**src/rtl/fft_pkg.sv**
```systemverilog
// Shared constants, FSM state type and address/twiddle helpers for the
// 64-point radix-2 DIF FFT address sequencer.
package fft_pkg;

    localparam int unsigned N      = 64;
    localparam int unsigned LOG2N  = 6;
    localparam int unsigned BFLIES = 32;

    typedef enum logic [1:0] {
        ST_IDLE,
        ST_RUN,
        ST_DRAIN,
        ST_DONE
    } fft_state_t;

    // Mask of the low butterfly-index bits that stay inside one group (span-1).
    function automatic logic [4:0] grp_mask(input logic [2:0] s);
        return 5'(6'd32 >> s) - 5'd1;
    endfunction

    // Top address of butterfly j in stage s; the bottom address is a + span.
    function automatic logic [5:0] bfly_addr(input logic [2:0] s, input logic [4:0] j);
        logic [5:0] w_jj;
        logic [5:0] w_hi;
        w_jj = {1'b0, j};
        w_hi = (w_jj >> (3'd5 - s)) << (3'd6 - s);
        return w_hi | {1'b0, j & grp_mask(s)};
    endfunction

    function automatic logic [5:0] bfly_span(input logic [2:0] s);
        return 6'd32 >> s;
    endfunction

    function automatic logic [4:0] twiddle_exp(input logic [2:0] s, input logic [4:0] j);
        return (j & grp_mask(s)) << s;
    endfunction

    // e = 8q + r  ->  {r[2:0], q[1:0]}
    function automatic logic [4:0] twiddle_ctrl(input logic [4:0] e);
        return {e[2:0], e[4:3]};
    endfunction

endpackage

```
**src/rtl/fft_delay_line.sv**
```systemverilog
// Fixed-depth shift register with synchronous clear; used to align write-back
// addresses and twiddle control with the RAM/butterfly pipeline.
module fft_delay_line #(
    parameter int unsigned WIDTH = 1,
    parameter int unsigned DEPTH = 1
) (
    input  logic             i_clk,
    input  logic             i_reset,
    input  logic [WIDTH-1:0] i_d,
    output logic [WIDTH-1:0] o_q
);

    if (DEPTH == 0) begin : g_wire
        assign o_q = i_d;
    end else begin : g_pipe
        logic [WIDTH-1:0] r_pipe [DEPTH];

        always_ff @(posedge i_clk) begin
            if (i_reset) begin
                for (int unsigned i = 0; i < DEPTH; i++) begin
                    r_pipe[i] <= '0;
                end
            end else begin
                r_pipe[0] <= i_d;
                for (int unsigned i = 1; i < DEPTH; i++) begin
                    r_pipe[i] <= r_pipe[i-1];
                end
            end
        end

        assign o_q = r_pipe[DEPTH-1];
    end

endmodule

```
**src/rtl/fft_addr_ctrl.sv**
```systemverilog
// Stage/butterfly sequencer for a 64-point in-place radix-2 DIF FFT: issues read
// pairs, aligned twiddle control, delayed write-back pairs, and drains between stages.
module fft_addr_ctrl
    import fft_pkg::*;
#(
    parameter int unsigned RAM_LAT  = 1,
    parameter int unsigned BFLY_LAT = 2
) (
    input  logic       clk,
    input  logic       reset,
    input  logic       start,
    output logic       busy,
    output logic       done,
    output logic [2:0] stage,
    output logic       rd_en,
    output logic [5:0] rd_addr_a,
    output logic [5:0] rd_addr_b,
    output logic [4:0] bfpcontrol,
    output logic       wr_en,
    output logic [5:0] wr_addr_a,
    output logic [5:0] wr_addr_b
);

    localparam int unsigned WR_DLY = RAM_LAT + BFLY_LAT;
    localparam int unsigned DRN_W  = (WR_DLY > 1) ? $clog2(WR_DLY) : 1;
    localparam logic [DRN_W-1:0] DRN_LAST   = DRN_W'(WR_DLY - 1);
    localparam logic [2:0]       LAST_STAGE = 3'(LOG2N - 1);
    localparam logic [4:0]       LAST_BFLY  = 5'(BFLIES - 1);

    fft_state_t       r_state;
    logic [2:0]       r_s;
    logic [4:0]       r_j;
    logic [DRN_W-1:0] r_drn;
    logic             r_busy;
    logic             r_done;
    logic             r_rd_en;
    logic [5:0]       r_rd_a;
    logic [5:0]       r_rd_b;
    logic [4:0]       r_tw;

    logic [12:0]      w_wr_in;
    logic [12:0]      w_wr_out;
    logic [4:0]       w_bfp;

    // Read address and twiddle are registered on the same edge that selects the
    // butterfly, so a read issued "in cycle t" is visible on the outputs in cycle t.
    always_ff @(posedge clk) begin
        if (reset) begin
            r_state <= ST_IDLE;
            r_s     <= '0;
            r_j     <= '0;
            r_drn   <= '0;
            r_busy  <= 1'b0;
            r_done  <= 1'b0;
            r_rd_en <= 1'b0;
            r_rd_a  <= '0;
            r_rd_b  <= '0;
            r_tw    <= '0;
        end else begin
            case (r_state)
                ST_IDLE: begin
                    r_done <= 1'b0;
                    if (start) begin
                        r_state <= ST_RUN;
                        r_s     <= '0;
                        r_j     <= '0;
                        r_busy  <= 1'b1;
                        r_rd_en <= 1'b1;
                        r_rd_a  <= bfly_addr(3'd0, 5'd0);
                        r_rd_b  <= bfly_addr(3'd0, 5'd0) + bfly_span(3'd0);
                        r_tw    <= twiddle_ctrl(twiddle_exp(3'd0, 5'd0));
                    end
                end
                ST_RUN: begin
                    if (r_j == LAST_BFLY) begin
                        r_state <= ST_DRAIN;
                        r_drn   <= '0;
                        r_rd_en <= 1'b0;
                        r_rd_a  <= '0;
                        r_rd_b  <= '0;
                        r_tw    <= '0;
                    end else begin
                        r_j     <= r_j + 5'd1;
                        r_rd_a  <= bfly_addr(r_s, r_j + 5'd1);
                        r_rd_b  <= bfly_addr(r_s, r_j + 5'd1) + bfly_span(r_s);
                        r_tw    <= twiddle_ctrl(twiddle_exp(r_s, r_j + 5'd1));
                    end
                end
                ST_DRAIN: begin
                    if (r_drn == DRN_LAST) begin
                        if (r_s == LAST_STAGE) begin
                            r_state <= ST_DONE;
                            r_busy  <= 1'b0;
                            r_done  <= 1'b1;
                        end else begin
                            r_state <= ST_RUN;
                            r_s     <= r_s + 3'd1;
                            r_j     <= '0;
                            r_rd_en <= 1'b1;
                            r_rd_a  <= bfly_addr(r_s + 3'd1, 5'd0);
                            r_rd_b  <= bfly_addr(r_s + 3'd1, 5'd0) + bfly_span(r_s + 3'd1);
                            r_tw    <= twiddle_ctrl(twiddle_exp(r_s + 3'd1, 5'd0));
                        end
                    end else begin
                        r_drn <= r_drn + 1'b1;
                    end
                end
                ST_DONE: begin
                    r_state <= ST_IDLE;
                    r_done  <= 1'b0;
                    r_s     <= '0;
                end
                default: begin
                    r_state <= ST_IDLE;
                end
            endcase
        end
    end

    assign w_wr_in = {r_rd_en, r_rd_a, r_rd_b};

    fft_delay_line #(
        .WIDTH (13),
        .DEPTH (WR_DLY)
    ) u_wr_dly (
        .i_clk   (clk),
        .i_reset (reset),
        .i_d     (w_wr_in),
        .o_q     (w_wr_out)
    );

    fft_delay_line #(
        .WIDTH (5),
        .DEPTH (RAM_LAT)
    ) u_bfp_dly (
        .i_clk   (clk),
        .i_reset (reset),
        .i_d     (r_tw),
        .o_q     (w_bfp)
    );

    assign busy       = r_busy;
    assign done       = r_done;
    assign stage      = r_s;
    assign rd_en      = r_rd_en;
    assign rd_addr_a  = r_rd_a;
    assign rd_addr_b  = r_rd_b;
    assign bfpcontrol = w_bfp;
    assign wr_en      = w_wr_out[12];
    assign wr_addr_a  = w_wr_out[11:6];
    assign wr_addr_b  = w_wr_out[5:0];

endmodule

```
**config.mk**
```make
export PLATFORM = sky130hd
export DESIGN_NAME = fft_addr_ctrl
export DESIGN_NICKNAME = d
export VERILOG_FILES = /design/src/rtl/fft_pkg.sv /design/src/rtl/fft_delay_line.sv /design/src/rtl/fft_addr_ctrl.sv
export SDC_FILE = /design/constraint.sdc
export NUM_CORES = 1
export LEC_CHECK = 0
export CAP_MARGIN = 20
export CORE_UTILIZATION = 25
export CTS_CLUSTER_SIZE = 8
export DETAILED_ROUTE_END_ITERATION = 7
export GPL_ROUTABILITY_DRIVEN = 1
export PLACE_DENSITY_LB_ADDON = 0.12
export SLEW_MARGIN = 20
export SYNTH_ARGS = -nofsm -noshare
export SYNTH_HDL_FRONTEND = slang
export SYNTH_HIERARCHICAL = 1
export SYNTH_SLANG_ARGS = --single-unit
```
**constraint.sdc**
```tcl
create_clock -name clk -period 5.1 [get_ports clk]
set_input_delay 1.02 -clock clk [delete_from_list [all_inputs] [get_ports clk]]
set_output_delay 1.02 -clock clk [all_outputs]
set_load 0.005 [all_outputs]
```
# Word level (Yosys, flattened, before mapping)
# Memory sizes are Yosys's and may differ from the RTL's.
# Cells that the tools add are included.
totals:
  output_inout_bits: 36
  input_bits: 3
  reg_bits: 32
  mem_bits_rw: 44
  memories: 2
  word_cells: 114
op_classes:
  n_addsub: 10
  shift: 8
  n_mux: 50
  eq_ne: 13
  n_reduce_logical: 16
  n_bitwise: 5
mem_list:
  columns: ["memory", "words", "width", "rd", "rd_clocked_by_memory_dff", "write_ports", "line", "rtl"]
  rows:
  - ["u_wr_dly.g_pipe.r_pipe", 3, 13, 3, 0, 3, "fft_delay_line.sv:16", "logic [WIDTH-1:0] r_pipe [DEPTH];"]
  - ["u_bfp_dly.g_pipe.r_pipe", 1, 5, 1, 0, 1, "fft_delay_line.sv:16", null]
op_table:
  columns: ["cell", "n"]
  rows:
  - ["two-way mux 6 bit", 8]
  - ["two-way mux 5 bit", 8]
  - ["two-way mux 13 bit", 3]
  - ["one-hot mux 6 bit (3 select lines)", 2]
  - ["one-hot mux 5 bit (3 select lines)", 2]
  - ["!= test 2 bit (second input constant)", 7]
  - ["adder 6 bit", 2]
  - ["two-way mux 1 bit", 12]
  - ["two-way mux 2 bit", 6]
  - ["AND reduction 4 bit", 3]
  - ["<< shifter 6 x 3 -> 6 bit", 2]
  - ["right shift 6 x 3 -> 6 bit (first input constant)", 2]
  - ["subtractor 3 bit (first input constant)", 4]
  - ["AND reduction 5 bit", 2]
  - ["two-way mux 3 bit", 3]
  - ["one-hot mux 3 bit (3 select lines)", 1]
  - ["AND reduction 3 bit", 3]
  - ["one-hot mux 2 bit (4 select lines)", 1]
  - ["equality test 2 bit (second input constant)", 3]
  - ["bitwise OR 6 x 5 -> 6 bit", 1]
  - ["nonzero test 2 bit", 3]
  - ["nonzero test 3 bit", 2]
  - ["right shift 1 x 3 -> 6 bit (first input constant)", 1]
  - ["right shift 5 x 3 -> 6 bit", 1]
  - ["17 further kinds", 20]

# Longest topological paths before layout
depth:
  ltp_word: 8
  depth_mapped: 18
  ltp_nobuf: 16

# Cells and area by module
# The synthesis kept the hierarchy.
modules_own_cells:
  columns: ["mod", "seq_area_each_um2", "cells_each", "area_each_um2", "n_inst"]
  rows:
  - ["fft_addr_ctrl", 640.6, 303, 2366.0, 1]
  - ["fft_delay_line at u_wr_dly", 780.7, 95, 1172.4, 1]
  - ["fft_delay_line at u_bfp_dly", 100.1, 10, 131.4, 1]

# Worst setup path after synthesis
# No wires, ideal clock.
synth_path:
  kind: "register -> register"
  startpoint: "reg r_s[1] (netlist: stage[1])"
  endpoint: "reg r_rd_b[5] (netlist: rd_addr_b[5])"
  t_arrival_ns: 3.224
  setup_slack_ns: 1.739
  n_path_buf: 3
  synth_period_minus_slack_ns: 3.361
  stages_incl_launch_ff: 19
  required_ns: 4.963
  setup_time_ns: 0.137
  path_cell_list: "dfxtp_1 buf_2 inv_1 buf_2 ha_1 buf_1 inv_1 nor2_1 o2111ai_1 o211a_1 o31ai_1 ha_1 nand2_1 nor2_1 a211o_1 a21oi_1 xnor2_1 xnor2_1 a31oi_1"
synth_via:
  elab_chain_len: 8
  word_cells_on_any_way: 23
  cone_classes: "8 x add/sub; 2 x eq/ne; 6 x shift; 4 x mux; 2 x bitwise; 1 x reduce/logical"
synth_lines:
  columns: ["element", "line", "rtl"]
  rows:
  - ["start: declaration", "fft_addr_ctrl.sv:31", "logic [2:0] r_s;"]
  - ["start signal: assignment", "fft_addr_ctrl.sv:97", "r_s <= r_s + 3'd1;"]
  - ["adder 3 x 1 -> 3 bit", "fft_addr_ctrl.sv:101", "r_rd_b <= bfly_addr(r_s + 3'd1, 5'd0) + bfly_span(r_s + 3'd1);"]
  - ["subtractor 3 bit", "fft_pkg.sv:26", "w_hi = (w_jj >> (3'd5 - s)) << (3'd6 - s);"]
  - ["right shift 1 x 3 -> 6 bit", "fft_pkg.sv:26", null]
  - ["<< shifter 6 x 3 -> 6 bit", "fft_pkg.sv:26", null]
  - ["adder 6 bit", "fft_addr_ctrl.sv:101", null]
  - ["two-way mux 6 bit", "fft_addr_ctrl.sv:91", "if (r_s == LAST_STAGE) begin"]
  - ["two-way mux 6 bit", "fft_addr_ctrl.sv:90", "if (r_drn == DRN_LAST) begin"]
  - ["one-hot mux 6 bit (3 select lines)", "fft_addr_ctrl.sv:60", "case (r_state)"]
  - ["end signal: assignment", "fft_addr_ctrl.sv:70", "r_rd_b <= bfly_addr(3'd0, 5'd0) + bfly_span(3'd0);"]
  - ["end signal: assignment", "fft_addr_ctrl.sv:85", "r_rd_b <= bfly_addr(r_s, r_j + 5'd1) + bfly_span(r_s);"]
  - ["end signal: assignment", "fft_addr_ctrl.sv:101", null]
  - ["end: declaration", "fft_addr_ctrl.sv:38", "logic [5:0] r_rd_b;"]
# Parallel ways exist; a longest one is shown, timed or not. The select of a mux whose other input is x is not followed.
# A chain may end at the register's enable or synchronous reset.

# Worst setup path in the final report
layout_path:
  startpoint: "reg r_s[0] (netlist: stage[0])"
  endpoint: "reg r_rd_b[5] (netlist: rd_addr_b[5])"
# The elaborated chain is that of the path after synthesis.

==> impl_metrics.toml <==
[status]
status = "finished, final reports clean"

[timing]
fin_crit_ns = 3.79
tightest_slew_ns = 0.626
drv_slew = 0
finalSetupViolCount = 0
setup_tns_ns = 0
clock.fmax_mhz = 264
slew_headroom_pct = 58.2
rsz0062_at_grt = "no"
fin_skew_ns = 0.00557
fin_crit_sh_pct = 74.3
worst_hold_slack_ns = 0.432
final_hold_viol_count = 0

[die]
die_y_um = 123
die_area_sq_mm = 0.0152
num_io_pins = 39
core_sq_mm = 0.0141
die_x_um = 123
initial_utilization_pct = 26.0
rows = 43

[worst_setup_path]
cp.required_ns = 5.32
crit_family = "compound AO/OA/AOI/OAI gates"
worst_path_max_delay_cell = "dfxtp_1"
cp-end-kind = "flip-flop"
cp_max_fo = 12
path_cells = "inv_1, ha_1, inv_1, nor2_1, o2111ai_1, o211a_1, o31ai_1, ha_1, nand2_1, nor2_1, a211o_1, a21oi_1, xnor2_1, xnor2_1, a31oi_1"
crit_type = "flip-flop to flip-flop"
max_stage_delay_ns = 0.59
crit_buf_inv = 2
worstSetupStartpointType = "flip-flop"
worstPathArrival_ns = 4.00

[grt]
grt_pass1_vias = 2640
grt_max_degree = 55
grt_use_total_pct = 12.7
grt_pass1_wl_um = 14100
antenna_found_initial = 0
overflow = 0

[layout]
drive_gt1_share_pct = 7.62
seq_area_sq_mm = 0.00152
final_util_pct = 31.1
diodes = 0
multi_input_area_sq_mm = 0.00188
fin_nets = 458
fill_cells = 1475
syn_to_final_growth_pct = 19.3

[clock_tree]
post_cts_resized = 0
worstSkewPairLatency_ns = 0.34
clockBufferDepth = 2
clk_pin_slew_worst_paths_ns = 0.06
root_buffer = "clkbuf_16"
post_cts_hold_buffer_count = 0
cts_tree = "done"
post_cts_buffers = 0
cts_buffers = 9
clock_sinks = 76
h-tree-depth = 3

[yosys]
synth_edf_count = 0
yosys_warnings = 6
synthCells = 408
synth_seq_area_share_pct = 41.5
syn_avg_cell_area_sq_um = 8.99
ys_ff_latch = 76
synth.distinct_cells = 58
syn_nets = 437
ys.flop_type = "dfxtp_1"
synth_area_leaders = "dfxtp_1 41%, ha_1 8.5%, nor2b_1 7.3%"
synth_top_area_share_pct = 41.5
synth_area_sq_mm = 0.00367
synth_top_area_cell = "dfxtp_1"
ys_async_sr_fraction_pct = 0

[route]
first_iter_violations = 226
drt_wl_total_um = 8960
vias_per_cell = 4.56
wl_per_cell_um = 14.6
drc = 0
num_vias = 2798
ant_nets = 0
drt-pass1-iter-count = 4

[power_and_ir_drop]
powerDensity_mw_per_mm2 = 391
ir_drop_uv = 214
leakagePower_nw = 1.71

[job]
maxCapViolations = 0

[min_path]
min_path_type = "flip-flop to flip-flop"

[placed_design]
numPortBuffers = 38
routabilityCongestion = 0.855
place_hpwl_um = 6340
report_power, final:
group          switching [mW]  internal, mW
Clock                   0.248         0.339
Combinational           0.280         0.166
Sequential             0.0408         0.639
metal layers:
metal / GRT usage (%) / routed length (um)
met3: 4.29 / 363
met4: 5.05 / 154
met1: 16.3 / 4400
met2: 19.6 / 4040
met5: 0 / 0
state kept, by name (all words and copies together), names as in the netlist:
| signal | count |
|---|---|
| rd_addr_a | 6 |
| u_bfp_dly/g_pipe.r_pipe | 5 |
| r_j | 5 |
| rd_en | 1 |
| r_tw | 5 |
| rd_addr_b | 6 |
| u_wr_dly/g_pipe.r_pipe | 39 |
| busy | 1 |
| r_state | 2 |
| r_drn | 2 |
| done | 1 |
| stage | 3 |
kinds of logic (layout without fill, tap and decap cells):
group / Yosys count / after routing / synth area share (%)
buf+inv: 51 / 76 / 7.23
flops: 76 / 76 / 41.5
fa+ha+maj: 26 / 26 / 9.07
simple gates: 157 / 157 / 21.8
xor+xnor: 11 / 11 / 2.63
compound gates: 83 / 83 / 16.7
mux: 4 / 4 / 1.13
layout by cell type, fill, tap and decap left out, drive strengths merged, types with 11 or more instances in the layout:
| cell type | n |
|---|---|
| nand2 | 21 |
| inv | 18 |
| nor2 | 54 |
| clkbuf | 11 |
| ha | 25 |
| a21oi | 18 |
| dfxtp | 76 |
| nor2b | 49 |
| clkdlybuf4s50 | 37 |
| o21ai | 14 |
Yosys cell counts, types with 3 or more instances:
library cell	count
o21ai_0	13
and3_1	3
ha_1	25
a21oi_1	18
inv_1	18
a21boi_0	4
a211oi_1	6
dfxtp_1	76
xor2_1	4
nor2_1	54
nor2b_1	43
buf_4	13
nand2_1	21
clkbuf_1	11
buf_2	5
a31oi_1	3
a211o_1	3
a22oi_1	10
nor3_1	6
nand2b_1	3
nand3_1	10
mux2i_1	3
nor2b_2	5
nand4_1	3
xnor2_1	7
worst paths after layout:
check                           startpoint                       endpoint  slack [ns]  cells after the start
max                               stage[0]                   rd_addr_b[5]        1.31                     15
min          u_wr_dly/g_pipe.r_pipe[0][19]  u_wr_dly/g_pipe.r_pipe[0][32]        0.43                      1
max reg2reg                       stage[0]                   rd_addr_b[5]        1.31                     15
min reg2reg  u_wr_dly/g_pipe.r_pipe[0][19]  u_wr_dly/g_pipe.r_pipe[0][32]        0.43                      1
per-stage QoR:
| step | setup slack, ns | std cells | cell area [sq um] | total power, mW |
|---|---|---|---|---|
| floorplan | 1.74 | 408 | 3670 | 0.988 |
| global placement | 1.32 | 598 | 4110 | 1.15 |
| detailed placement | 1.34 | 598 | 4110 | 1.14 |
| CTS | 1.31 | 613 | 4380 | 1.75 |
| global route | 0.948 | 613 | 4380 | 1.82 |
| finish | 1.31 | 613 | 4380 | 1.71 |
layout make-up:
cell class | count | share of cell area (%)
Inverter | 18 | 1.54
Multi-Input combinational cell | 281 | 43.0
Sequential cell | 76 | 34.7
Tap cell | 180 | 5.14
Timing Repair Buffer | 43 | 9.43
Clock inverter | 4 | 0.600
Clock buffer | 11 | 5.54
Note: power is estimated with default switching activity, not from simulation.
